==> src/rtl/decode_stage.sv <==
// ---------------------------------------------------------------------------
// decode_stage
//   Registered, handshaked RISC-V instruction-decode pipeline stage sitting
//   between fetch and register-read/execute. The incoming 32-bit instruction
//   is decoded combinationally (fields, format class, sign-extended
//   immediate, optional illegal flag) and the result is captured together
//   with the fetch PC. An output register plus a skid register give full
//   throughput under backpressure while in_ready depends only on
//   registered state.
//
//   Optional feature (compile-time macro):
//     DECODE_ILLEGAL_EN - when defined, out_illegal flags malformed or
//                         unsupported encodings; when undefined out_illegal
//                         is tied low and no checking logic exists.
//
//   Parameters:
//     XLEN  - datapath width (32 or 64): imm width, RV64 opcode acceptance
//     PC_W  - width of the pc passthrough
//
//   Ports:
//     clk, rst_n          clock (rising edge), async active-low reset
//     flush               synchronous flush, discards held and incoming data
//     in_valid/in_ready   fetch-side handshake
//     in_instr, in_pc     instruction word and its address
//     out_valid/out_ready downstream handshake
//     out_opcode..funct7  raw instruction fields
//     out_imm             XLEN-wide sign-extended immediate
//     out_itype           format: R=0 I=1 S=2 B=3 U=4 J=5 none=7
//     out_pc              pc of the decoded instruction
//     out_illegal         illegal-instruction flag
// ---------------------------------------------------------------------------
module decode_stage #(
  parameter int XLEN = 32,
  parameter int PC_W = XLEN
) (
  input  logic            clk,
  input  logic            rst_n,
  input  logic            flush,
  input  logic            in_valid,
  output logic            in_ready,
  input  logic [31:0]     in_instr,
  input  logic [PC_W-1:0] in_pc,
  output logic            out_valid,
  input  logic            out_ready,
  output logic [6:0]      out_opcode,
  output logic [4:0]      out_rd,
  output logic [2:0]      out_funct3,
  output logic [4:0]      out_rs1,
  output logic [4:0]      out_rs2,
  output logic [6:0]      out_funct7,
  output logic [XLEN-1:0] out_imm,
  output logic [2:0]      out_itype,
  output logic [PC_W-1:0] out_pc,
  output logic            out_illegal
);

  localparam logic [2:0] IT_R    = 3'd0;
  localparam logic [2:0] IT_I    = 3'd1;
  localparam logic [2:0] IT_S    = 3'd2;
  localparam logic [2:0] IT_B    = 3'd3;
  localparam logic [2:0] IT_U    = 3'd4;
  localparam logic [2:0] IT_J    = 3'd5;
  localparam logic [2:0] IT_NONE = 3'd7;

  typedef enum logic [1:0] {
    ST_EMPTY = 2'd0,
    ST_ONE   = 2'd1,
    ST_TWO   = 2'd2
  } state_t;

  // The raw instruction is kept whole; the field outputs are slices of it.
  typedef struct packed {
    logic [31:0]     instr;
    logic [XLEN-1:0] imm;
    logic [2:0]      itype;
    logic [PC_W-1:0] pc;
    logic            illegal;
  } bundle_t;

  localparam bundle_t RESET_BUNDLE = '{
    instr:   32'd0,
    imm:     {XLEN{1'b0}},
    itype:   IT_NONE,
    pc:      {PC_W{1'b0}},
    illegal: 1'b0
  };

  state_t  state_q, state_d;
  bundle_t out_q, out_d;
  bundle_t skid_q, skid_d;
  logic    out_valid_q, out_valid_d;
  logic    in_ready_q, in_ready_d;

  logic [6:0]        opc;
  logic [2:0]        dec_itype;
  logic signed [31:0] imm32;
  logic              dec_illegal;
  bundle_t           dec_bundle;
  logic              accept;
  logic              drain;

  assign opc = in_instr[6:0];

  // Format classification and 32-bit immediate assembly.
  always_comb begin
    dec_itype = IT_NONE;
    imm32     = 32'sd0;
    case (opc)
      7'b0010011, 7'b0000011, 7'b1100111, 7'b1110011, 7'b0001111: begin
        dec_itype = IT_I;
        imm32     = {{20{in_instr[31]}}, in_instr[31:20]};
      end
      7'b0100011: begin
        dec_itype = IT_S;
        imm32     = {{20{in_instr[31]}}, in_instr[31:25], in_instr[11:7]};
      end
      7'b1100011: begin
        dec_itype = IT_B;
        imm32     = {{19{in_instr[31]}}, in_instr[31], in_instr[7],
                     in_instr[30:25], in_instr[11:8], 1'b0};
      end
      7'b0110111, 7'b0010111: begin
        dec_itype = IT_U;
        imm32     = {in_instr[31:12], 12'd0};
      end
      7'b1101111: begin
        dec_itype = IT_J;
        imm32     = {{11{in_instr[31]}}, in_instr[31], in_instr[19:12],
                     in_instr[20], in_instr[30:21], 1'b0};
      end
      7'b0110011: begin
        dec_itype = IT_R;
        imm32     = 32'sd0;
      end
      // OP-IMM-32 / OP-32 exist only on RV64.
      7'b0011011: begin
        dec_itype = (XLEN == 64) ? IT_I : IT_NONE;
        imm32     = (XLEN == 64) ? {{20{in_instr[31]}}, in_instr[31:20]} : 32'sd0;
      end
      7'b0111011: begin
        dec_itype = (XLEN == 64) ? IT_R : IT_NONE;
        imm32     = 32'sd0;
      end
      default: begin
        dec_itype = IT_NONE;
        imm32     = 32'sd0;
      end
    endcase
  end

`ifdef DECODE_ILLEGAL_EN
  logic [2:0] f3;
  logic [6:0] f7;
  assign f3 = in_instr[14:12];
  assign f7 = in_instr[31:25];

  // Illegal-encoding detection on top of the format class.
  always_comb begin
    dec_illegal = (in_instr[1:0] != 2'b11) || (dec_itype == IT_NONE);
    case (opc)
      7'b0110011, 7'b0111011:
        dec_illegal = dec_illegal ||
                      !((f7 == 7'b0000000) || (f7 == 7'b0100000) || (f7 == 7'b0000001));
      7'b1100111:
        dec_illegal = dec_illegal || (f3 != 3'b000);
      7'b1100011:
        dec_illegal = dec_illegal || (f3 == 3'b010) || (f3 == 3'b011);
      7'b0000011:
        dec_illegal = dec_illegal || (f3 == 3'b111) ||
                      ((XLEN == 32) && ((f3 == 3'b011) || (f3 == 3'b110)));
      7'b0100011:
        dec_illegal = dec_illegal || f3[2] || ((XLEN == 32) && (f3 == 3'b011));
      default:
        dec_illegal = dec_illegal;
    endcase
  end
`else
  assign dec_illegal = 1'b0;
`endif

  // Sign extension from bit 31 covers both XLEN=32 and XLEN=64.
  assign dec_bundle = '{
    instr:   in_instr,
    imm:     XLEN'(imm32),
    itype:   dec_itype,
    pc:      in_pc,
    illegal: dec_illegal
  };

  assign accept = in_valid && in_ready_q;
  assign drain  = out_valid_q && out_ready;

  // Skid-buffer next-state; flush overrides every transfer.
  always_comb begin
    state_d = state_q;
    out_d   = out_q;
    skid_d  = skid_q;
    if (flush) begin
      state_d = ST_EMPTY;
    end else begin
      case (state_q)
        ST_EMPTY: begin
          if (accept) begin
            state_d = ST_ONE;
            out_d   = dec_bundle;
          end else begin
            state_d = ST_EMPTY;
          end
        end
        ST_ONE: begin
          if (accept && drain) begin
            state_d = ST_ONE;
            out_d   = dec_bundle;
          end else if (accept) begin
            state_d = ST_TWO;
            skid_d  = dec_bundle;
          end else if (drain) begin
            state_d = ST_EMPTY;
          end else begin
            state_d = ST_ONE;
          end
        end
        ST_TWO: begin
          if (drain) begin
            state_d = ST_ONE;
            out_d   = skid_q;
          end else begin
            state_d = ST_TWO;
          end
        end
        default: begin
          state_d = ST_EMPTY;
        end
      endcase
    end
    out_valid_d = (state_d != ST_EMPTY);
    in_ready_d  = (state_d != ST_TWO);
  end

  // State, data and handshake registers.
  always_ff @(posedge clk or negedge rst_n) begin
    if (!rst_n) begin
      state_q     <= ST_EMPTY;
      out_q       <= RESET_BUNDLE;
      skid_q      <= RESET_BUNDLE;
      out_valid_q <= 1'b0;
      in_ready_q  <= 1'b1;
    end else begin
      state_q     <= state_d;
      out_q       <= out_d;
      skid_q      <= skid_d;
      out_valid_q <= out_valid_d;
      in_ready_q  <= in_ready_d;
    end
  end

  assign in_ready    = in_ready_q;
  assign out_valid   = out_valid_q;
  assign out_opcode  = out_q.instr[6:0];
  assign out_rd      = out_q.instr[11:7];
  assign out_funct3  = out_q.instr[14:12];
  assign out_rs1     = out_q.instr[19:15];
  assign out_rs2     = out_q.instr[24:20];
  assign out_funct7  = out_q.instr[31:25];
  assign out_imm     = out_q.imm;
  assign out_itype   = out_q.itype;
  assign out_pc      = out_q.pc;
  assign out_illegal = out_q.illegal;

endmodule

==> config.mk <==
export PLATFORM = sky130hd
export DESIGN_NAME = decode_stage
export DESIGN_NICKNAME = d
export VERILOG_FILES = /design/src/rtl/decode_stage.sv
export SDC_FILE = /design/constraint.sdc
export NUM_CORES = 1
export LEC_CHECK = 0
export CORE_MARGIN = 3
export CORE_UTILIZATION = 56
export CTS_BUF_LIST = sky130_fd_sc_hd__clkbuf_4 sky130_fd_sc_hd__clkbuf_8 sky130_fd_sc_hd__clkbuf_16
export DETAILED_ROUTE_END_ITERATION = 8
export MAX_ROUTING_LAYER = met4
export PLACE_DENSITY = 0.84
export SETUP_SLACK_MARGIN = 0.1
export SYNTH_ARGS = -nofsm -noshare
export SYNTH_HDL_FRONTEND = slang
export SYNTH_SLANG_ARGS = --single-unit
==> constraint.sdc <==
create_clock -name clk -period 5.25 [get_ports clk]
set_clock_uncertainty 0.05 [all_clocks]
set_input_delay 1.05 -clock clk [delete_from_list [all_inputs] [get_ports clk]]
set_output_delay 1.05 -clock clk [all_outputs]
set_load 0.02 [all_outputs]
==> run metrics, run 1 <==
final max-slew violation count 0; number of post-CTS setup repair buffers 0; fraction of layout instances using a drive strength above 1 6.38%; Yosys warning count 0; Root Driver clkbuf_16; Hold Buf Count CTS 0; Max FO, Critical Path 42; num ports 171; Lkg Pwr 5.08 nW; CP max-delay cell a31o_2; peak supply drop 0.303 mV; Die Ht 132 microns; hold-critical path endpoint skid_q[67]; fin crit period 3410 ps; Total GRT Usage 27.2%; Num CTS Buffers 21; status finished, final reports clean; DR vias 7,744; DRT Wirelength 23.2 mm; GP Congestion 0.828; core area 15,400 sq um; CP Data Required Time 5530 ps; Hold Fails Final Rpt 0; fin util 73.8%; PostCTS Resize Cnt 0; Clock Tree Buf Depth 3; area delta synth->final 27.7%; worst slew pin tran 1090 ps; Slew headroom 27.3%; final setup vio count 0; Pre-antenna DRT Iters 6; Clk pin slew, worst setup/hold paths 60 ps; Final ANT Viol Nets 0; Max-cap violations 0; drt initial violations 525; largest net degree at the start of global routing 130; vias in the first global route 7,445; CTS H-tree lvls 1; Pwr Density 442 nW/um^2; Fill cells 1,133; gr ovfl total 0; Yosys cell types 54; HP Class reg2reg; R2R Path End out_imm[28]; post-synthesis sequential area ratio 57.0%; Crit Path Class in2reg; clk sinks 202; vias per inst 5.72; crit end category register; number of enable flip-flop cells after synthesis 0; Synth Cell Area 8880 sq um; worst skew pair latency 480 ps; top cells by area, synth dfrtp_1 (55%), nand2_1 (16%), a31oi_1 (4.6%); Synth Register Bits 202; HPWL Detailed 14.6 mm; crit share post-route 64.9%; storage element area 5060 sq um; routed len/inst 17.2 microns; CP Launch Type input pin; R2R Setup Slk 2390 ps; ys flop type dfrtp_1; Starting Density 57.8%; Post-Syn Nets 1,071; FF-to-FF path depth 7; post-route cell area 11,300 sq um; port bufs 169; CTS tree done; Worst EP arrival 3690 ps; most frequent cells in the layout nand2_1 (386), dfrtp_1 (195), clkdlybuf4s50_1 (168); Critical Path, Cell by Cell clkdlybuf4s50_1 -> and2_1 -> ha_1 -> nand3b_1 -> a31o_2 -> nor2_1 -> nand3_1 -> nand2_1; Worst Hold Launch skid_q[67]; RSZ-0062 raised after global routing no; Final TNS setup 0 ps; Die X 132 microns; Async S/R FF share, synth 100%; Max Fclk 294 MHz; # nets final 1,202; Synth Instances 1,000; Die ar. 17,400 sq um; most common cell after layout, fill and taps aside nand2_1; r2r startpoint in_ready; delay of the slowest cell on the worst path 760 ps; Rows 45; first-pass GRT wire length 38.2 mm; multi-input logic area 3470 sq um; Post-route DRC 0; initial antenna violation count 0; area leader, netlist dfrtp_1; syn avg cell area 8.88 sq um; diode count 0; Hold Path Depth 2; Area after DPL 10,600 sq um; area share of the largest cell type after synthesis 55.0%
power by group:
group	switching [W]	total [W]	internal, W
registers	0.000237	0.00222	0.00198
clock network	0.000581	0.00153	0.000950
logic	0.000696	0.00126	0.000566
how the worst max path moves through the flow:
| stage | depth (start not counted) | endpoint | slack [ps] | start |
|---|---|---|---|---|
| floorplan | 7 | out_imm[26] | 2710 | in_valid |
| global placement | 8 | out_imm[23] | 1560 | in_valid |
| detailed placement | 8 | out_imm[26] | 1420 | in_valid |
| CTS | 8 | out_imm[28] | 1900 | in_valid |
| global route | 8 | out_imm[21] | 1670 | in_valid |
| finish | 8 | out_imm[25] | 1840 | in_valid |
Yosys cell counts, types with 2 or more instances:
library cell and instances:
nand3_1 9, o22ai_1 2, a22o_1 6, nand2b_1 2
a21oi_1 30, o21ai_1 14, and3_1 3, a31oi_1 66
and2_1 3, ha_1 2, nand2_1 386, o21ai_0 36
a22oi_1 7, inv_1 3, dfrtp_1 195, clkbuf_1 34
nor2_1 86, dfstp_2 7, nor3_1 4, a32oi_1 6
or3_1 4, o211ai_1 2, buf_2 24, nor2b_1 5
buf_6 2, nand3b_1 2, a21oi_2 3, a222oi_1 11
buf_4 12, a211oi_1 10
flip-flops by register name, summed over array words and instances, names as in the netlist:
signal,cells
skid_q,99
out_imm,32
out_pc,32
out_funct7,7
out_opcode,7
out_rd,5
out_rs1,5
out_rs2,5
out_funct3,3
out_itype,3
state_q,2
in_ready,1
out_valid,1
through the flow:
step / total power, W / instances / hold WS, ps / setup WS, ps
finish: 0.00501 / 1355 / 421 / 1840
global route: 0.00525 / 1355 / 441 / 1670
CTS: 0.00504 / 1355 / 418 / 1900
detailed placement: 0.00350 / 1319 / 394 / 1420
global placement: 0.00344 / 1319 / 390 / 1560
floorplan: 0.00288 / 1000 / 383 / 2710
critical path: cells and delay by family:
family                   cells  cell delay, ps
buffers and inverters        1             420
AO/OA/AOI/OAI                1             760
adder cells (fa/ha/maj)      1             220
AND/OR/NAND/NOR              5            1250
routing by layer:
metal / vias up / track usage, % / wire [microns]
li1: 3621 / - / -
met1: 3744 / 36.2 / 9690
met2: 330 / 43.9 / 11400
met3: 49 / 4.50 / 1710
met4: 0 / 7.06 / 488
met5: - / - / 0
final cells by class:
class                   instances  area share [%]
well taps                     211            2.33
inverters                       3          0.0993
multi-input cells             723            30.6
repair buffers                180            15.9
flip-flops and latches        202            44.7
clock inverters                 4           0.640
clock buffers                  32            5.75
cells by family (layout without fill, tap and decap cells):
| kind of cell | count (synthesis) | count (layout) | share of synthesized area (%) |
|---|---|---|---|
| simple gates | 516 | 516 | 23.5 |
| flops | 202 | 202 | 57.0 |
| compound gates | 201 | 201 | 14.6 |
| buf+inv | 75 | 219 | 4.18 |
| fa+ha+maj | 2 | 2 | 0.282 |
| mux | 2 | 2 | 0.240 |
| other cells | 1 | 1 | 0.0422 |
| xor+xnor | 1 | 1 | 0.0987 |
(Power assumes the default switching activity.)
==> run 2, diff against run 1 <==
--- a/config.mk
+++ b/config.mk
@@ -6,11 +6,11 @@
 export NUM_CORES = 1
 export LEC_CHECK = 0
 export CORE_MARGIN = 3
-export CORE_UTILIZATION = 56
+export CORE_UTILIZATION = 47
 export CTS_BUF_LIST = sky130_fd_sc_hd__clkbuf_4 sky130_fd_sc_hd__clkbuf_8 sky130_fd_sc_hd__clkbuf_16
 export DETAILED_ROUTE_END_ITERATION = 8
 export MAX_ROUTING_LAYER = met4
-export PLACE_DENSITY = 0.84
+export PLACE_DENSITY = 0.75
 export SETUP_SLACK_MARGIN = 0.1
 export SYNTH_ARGS = -nofsm -noshare
 export SYNTH_HDL_FRONTEND = slang
==> constraint.sdc (replaced) <==
create_clock -name clk -period 2.8 [get_ports clk]
set_clock_uncertainty 0.05 [all_clocks]
set_input_delay 0.56 -clock clk [delete_from_list [all_inputs] [get_ports clk]]
set_output_delay 0.56 -clock clk [all_outputs]
set_load 0.02 [all_outputs]
==> run 2 against run 1 <==
  * Sequential power is 87% higher
  * Sequential share of layout area shrank 1.4 points
  * First-iteration DRC count rose by 22%
  * Flip-flop and latch count unchanged
  * Register-to-register slack lost 1700 ps
  * Global-route usage shrank 3.8 points
  * Cell count grew 3.1%
  * Largest cell class unchanged
  * Non-clock buffer count is 20 higher
  * Critical endpoint is now out_itype[1]
  * Critical path depth fell by 7
==> run metrics, run 2 (same netlist as run 1, synthesis figures left out) <==
crit share post-route 81.4%; number of cells on the critical path 1; number of post-CTS setup repair buffers 0; most common cell after layout, fill and taps aside nand2_1; Largest Register skid_q; Clock Tree Buf Depth 3; Power Total 0.00975 W; Pre-antenna DRT Iters 6; fin crit period 2280 ps; crit end category primary output; Num CTS Buffers 22; Max-cap violations 0; clk sinks 202; Worst Setup EP out_itype[1]; Int Pwr 0.00687 W; hold slack 13.6 ps; Slew headroom 41.6%; GP Congestion 0.892; storage element area 5060 sq um; Critical Path Start out_itype[1]; Critical Path, Cell by Cell clkdlybuf4s50_1; fin util 64.0%; PostCTS Resize Cnt 0; Post-route DRC 0; CTS H-tree lvls 1; Hold Fails Final Rpt 0; # nets final 1,223; worst slew pin tran 873 ps; HP Class in2async; r2r startpoint in_ready; combinational group share of total power 24.6%; core area 18,300 sq um; fraction of layout instances using a drive strength above 1 8.30%; Worst EP arrival 1670 ps; vias in the first global route 7,334; CP bufs+invs 1; Seq pwr share 42.6%; Root Driver clkbuf_16; Rows 49; final setup vio count 0; status finished, final reports clean; Fill cells 1,528; CP max-delay cell clkdlybuf4s50_1; multi-input logic area 3480 sq um; CP Data Required Time 2190 ps; Die Ht 143 microns; gr ovfl total 0; Lkg Pwr 5.26 nW; Total GRT Usage 23.4%; FF-to-FF path depth 7; Placed Cells 1,357; area delta synth->final 31.8%; R2R Path End out_imm[21]; drt initial violations 638; Crit Path Class reg2out; Clk pin slew, worst setup/hold paths 60 ps; peak supply drop 0.426 mV; Non-Filler Instances 1,397; delay of the slowest cell on the worst path 650 ps; port bufs 169; Largest register FFs 99; final max-slew violation count 0; CTS tree done; HPWL Detailed 15.4 mm; Die ar. 20,600 sq um; Hold Buf Count CTS 0; CP delay by family, top buffers and inverters; Final TNS setup 0 ps; largest net degree at the start of global routing 70; vias per inst 5.46; DRT Wirelength 23.5 mm; Net Sw Frac 29.5%; R2R Setup Slk 670 ps; diode count 0; Sw Pwr 0.00288 W; routed len/inst 16.8 microns; power share of the clock group 32.8%; worst skew pair latency 500 ps; most frequent cells in the layout nand2_1 (386), dfrtp_1 (195), clkdlybuf4s50_1 (168); Final ANT Viol Nets 0; initial antenna violation count 0; CP Launch Type register; RSZ-0062 raised after global routing no; Max FO, Critical Path 2; num ports 171; Max Fclk 439 MHz; Die X 143 microns; DR vias 7,626; Pwr Density 833 nW/um^2; Starting Density 48.6%; first-pass GRT wire length 38.1 mm
run 2: cell types whose count changed in the layout (fill, tap and decap cells not counted), sizes merged:
cell,before,now
clkinv,1,3
buf,11,31
bufinv,2,4
run 2: worst min path at each step:
stage | to | slack [ps] | cells past startpoint
6_report | out_pc[1] | 10 | 1
3_5_place_dp | skid_q[34] | 390 | 2
2_1_floorplan | out_funct3[0] | 210 | 0
4_1_cts | skid_q[45] | 30 | 1
3_3_place_gp | skid_q[34] | 390 | 2
5_1_grt | out_pc[1] | 50 | 1
run 2: area by class of cell:
class | count | area share [%]
Clock buffer | 32 | 5.82
Clock inverter | 8 | 1.22
Inverter | 3 | 0.0962
Multi-Input combinational cell | 723 | 29.7
Sequential cell | 202 | 43.3
Tap cell | 229 | 2.45
Timing Repair Buffer | 200 | 17.4
run 2: metal layers:
metal / up-vias / routed length [microns] / global-route usage, % / part of all wire, %
li1: 3661 / - / - / -
met1: 3689 / 10600 / 33.5 / 45
met3: 24 / 1510 / 3.06 / 6.4
met4: 0 / 300 / 4.81 / 1.3
met2: 252 / 11100 / 36.2 / 47
met5: - / 0 / - / 0
run 2: through the flow:
| stage | instance area (sq um) | setup WS, ps |
|---|---|---|
| finish | 11700 | 520 |
| detailed placement | 10900 | 148 |
| global route | 11700 | 452 |
| CTS | 11700 | 503 |
| global placement | 10900 | 213 |
| floorplan | 8880 | 705 |
run 2: power by group through the flow:
stage               sequential [W]  clock [W]  combinational, W
finish                     0.00415    0.00320           0.00240
global route               0.00424    0.00339           0.00265
CTS                        0.00415    0.00327           0.00242
detailed placement         0.00419          0           0.00241
global placement           0.00417          0           0.00235
floorplan                  0.00451          0          0.000899
==> run 3, diff against run 2 <==
--- a/config.mk
+++ b/config.mk
@@ -6,11 +6,11 @@
 export NUM_CORES = 1
 export LEC_CHECK = 0
 export CORE_MARGIN = 3
-export CORE_UTILIZATION = 47
+export CORE_UTILIZATION = 52
 export CTS_BUF_LIST = sky130_fd_sc_hd__clkbuf_4 sky130_fd_sc_hd__clkbuf_8 sky130_fd_sc_hd__clkbuf_16
 export DETAILED_ROUTE_END_ITERATION = 8
 export MAX_ROUTING_LAYER = met4
-export PLACE_DENSITY = 0.75
+export PLACE_DENSITY = 0.79
 export SETUP_SLACK_MARGIN = 0.1
 export SYNTH_ARGS = -nofsm -noshare
 export SYNTH_HDL_FRONTEND = slang
==> constraint.sdc (replaced) <==
create_clock -name clk -period 2.25 [get_ports clk]
set_clock_uncertainty 0.05 [all_clocks]
set_input_delay 0.45 -clock clk [delete_from_list [all_inputs] [get_ports clk]]
set_output_delay 0.45 -clock clk [all_outputs]
set_load 0.02 [all_outputs]
==> run 3 against run 2 <==
  * Largest power group unchanged
  * Worst setup slack lost 340 ps
  * Worst hold slack gained 410 ps
  * Global-route usage grew 3.5 points
  * Combinational power grew 28%
==> run metrics, run 3 (same netlist as run 1, synthesis figures left out) <==
Pwr Density 972 nW/um^2; Hold Fails Final Rpt 0; R2R Setup Slk 180 ps; gr ovfl total 0; Sw Pwr 0.00357 W; routed len/inst 16.9 microns; Root Driver clkbuf_16; first-pass GRT wire length 39.4 mm; fin crit period 2070 ps; Worst EP arrival 2370 ps; core area 16,600 sq um; num ports 171; RSZ-0062 raised after global routing no; GP Congestion 0.881; power share of the clock group 28.9%; GR peak layer met2; Final ANT Viol Nets 0; clk sinks 202; crit end category register; CP Launch Type register; diode count 0; HPWL Detailed 16.2 mm; drt initial violations 538; vias in the first global route 7,783; delay of the slowest cell on the worst path 540 ps; area delta synth->final 34.4%; Critical Path Start in_ready; Num CTS Buffers 21; Hold Path Depth 2; vias per inst 5.52; most common cell after layout, fill and taps aside nand2_1; Power Total 0.0116 W; Pre-antenna DRT Iters 5; worst slew pin tran 878 ps; Die Ht 137 microns; Total GRT Usage 26.8%; Seq pwr share 44.6%; worst skew pair latency 490 ps; Non-Filler Instances 1,427; Max FO, Critical Path 21; Largest register FFs 99; hold-critical path endpoint skid_q[67]; Int Pwr 0.00803 W; Largest Register skid_q; DRT Wirelength 24.1 mm; crit share post-route 92.1%; Clk pin slew, worst setup/hold paths 60 ps; CTS tree done; final worst slack 178 ps; Clock Tree Buf Depth 3; r2r startpoint in_ready; Die ar. 18,700 sq um; hold slack 422 ps; GRT met2 Usage 42.2%; fraction of layout instances using a drive strength above 1 11.3%; Rows 47; status finished, final reports clean; Net Sw Frac 30.8%; CP Data Required Time 2550 ps; # nets final 1,264; Post-route DRC 0; port bufs 169; most frequent cells in the layout nand2_1 (386), dfrtp_1 (195), clkdlybuf4s50_1 (164); FF-to-FF path depth 7; HP Class reg2reg; initial antenna violation count 0; CP delay by family, top compound AO/OA/AOI/OAI gates; peak supply drop 0.640 mV; final max-slew violation count 0; DR vias 7,870; CP max-delay cell dfstp_2; Worst Hold Launch skid_q[67]; final setup vio count 0; Starting Density 53.4%; Max-cap violations 0; CP bufs+invs 1; Slew headroom 41.3%; R2R Path End out_imm[22]; Crit Path Class reg2reg; routing usage on met1 36.8%; CTS H-tree lvls 1; Critical Path, Cell by Cell and2_4 -> ha_1 -> nand3b_1 -> a31o_4 -> buf_12 -> a222oi_1 -> nand2_1; Max Fclk 483 MHz; met3 track demand over resource 3.93%; Lkg Pwr 5.42 nW; Post-Place Worst Slack -187 ps; largest net degree at the start of global routing 63; combinational group share of total power 26.5%; Placed Cells 1,388; Die X 137 microns; Final TNS setup 0 ps
[run 3: cell count changes in the layout (fill, tap and decap cells not counted), sizes merged]
cell,delta
bufinv,-4
buf,+41
clkdlybuf4s50,-4
dlygate4sd3,+1
dlygate4sd2,+4
clkinv,+2
clkinvlp,-1
[run 3: power groups by stage]
stage          sequential, W  clock (W)  combinational [W]
5_1_grt              0.00529    0.00355            0.00339
4_1_cts              0.00516    0.00339            0.00311
3_5_place_dp         0.00521          0            0.00309
2_1_floorplan        0.00561          0            0.00112
3_3_place_gp         0.00517          0            0.00300
6_report             0.00517    0.00335            0.00308
[run 3: final cells by class]
cell class                 count  area, sq um
inverter                       3         11.3
timing repair buffer         242         2430
clock buffer                  32          646
clock inverter                 5         25.0
sequential                   202         5060
multi-input combinational    723         3490
fill                        1235         4710
tap                          220          275
[run 3: metrics by stage]
stage | util, % | area [sq um]
after floorplan | - | 8880
after global placement | 67.6 | 11200
after detailed placement | 67.6 | 11200
after CTS | 71.6 | 11900
after global routing | 71.7 | 11900
final | 71.7 | 11900
[run 3: worst max path at each step]
stage	endpoint	depth (start not counted)
2_1_floorplan	out_imm[26]	7
3_3_place_gp	out_imm[3]	9
3_5_place_dp	out_imm[1]	9
4_1_cts	out_imm[22]	7
5_1_grt	out_imm[22]	7
6_report	out_imm[22]	7
[run 3: repair_timing]
action / CTS / global route
buffers inserted: 0 / 1
pin swaps: 0 / 3
hold buffers: 1 / 0
resized for setup: 4 / 2
endpoints found under the hold margin: 47 / 0
setup endpoints to repair: 4 / 12
[run 3: tightest hold or removal path, stage by stage (launching register included)]
cell and delay [ps]:
dfrtp_1 340, nand2_1 50, nand2_1 50
[run 3: metal layers]
layer	routed length [microns]	vias to the layer above
met4	532	0
met1	10200	3776
li1	-	3742
met5	0	-
met2	11600	308
met3	1820	44
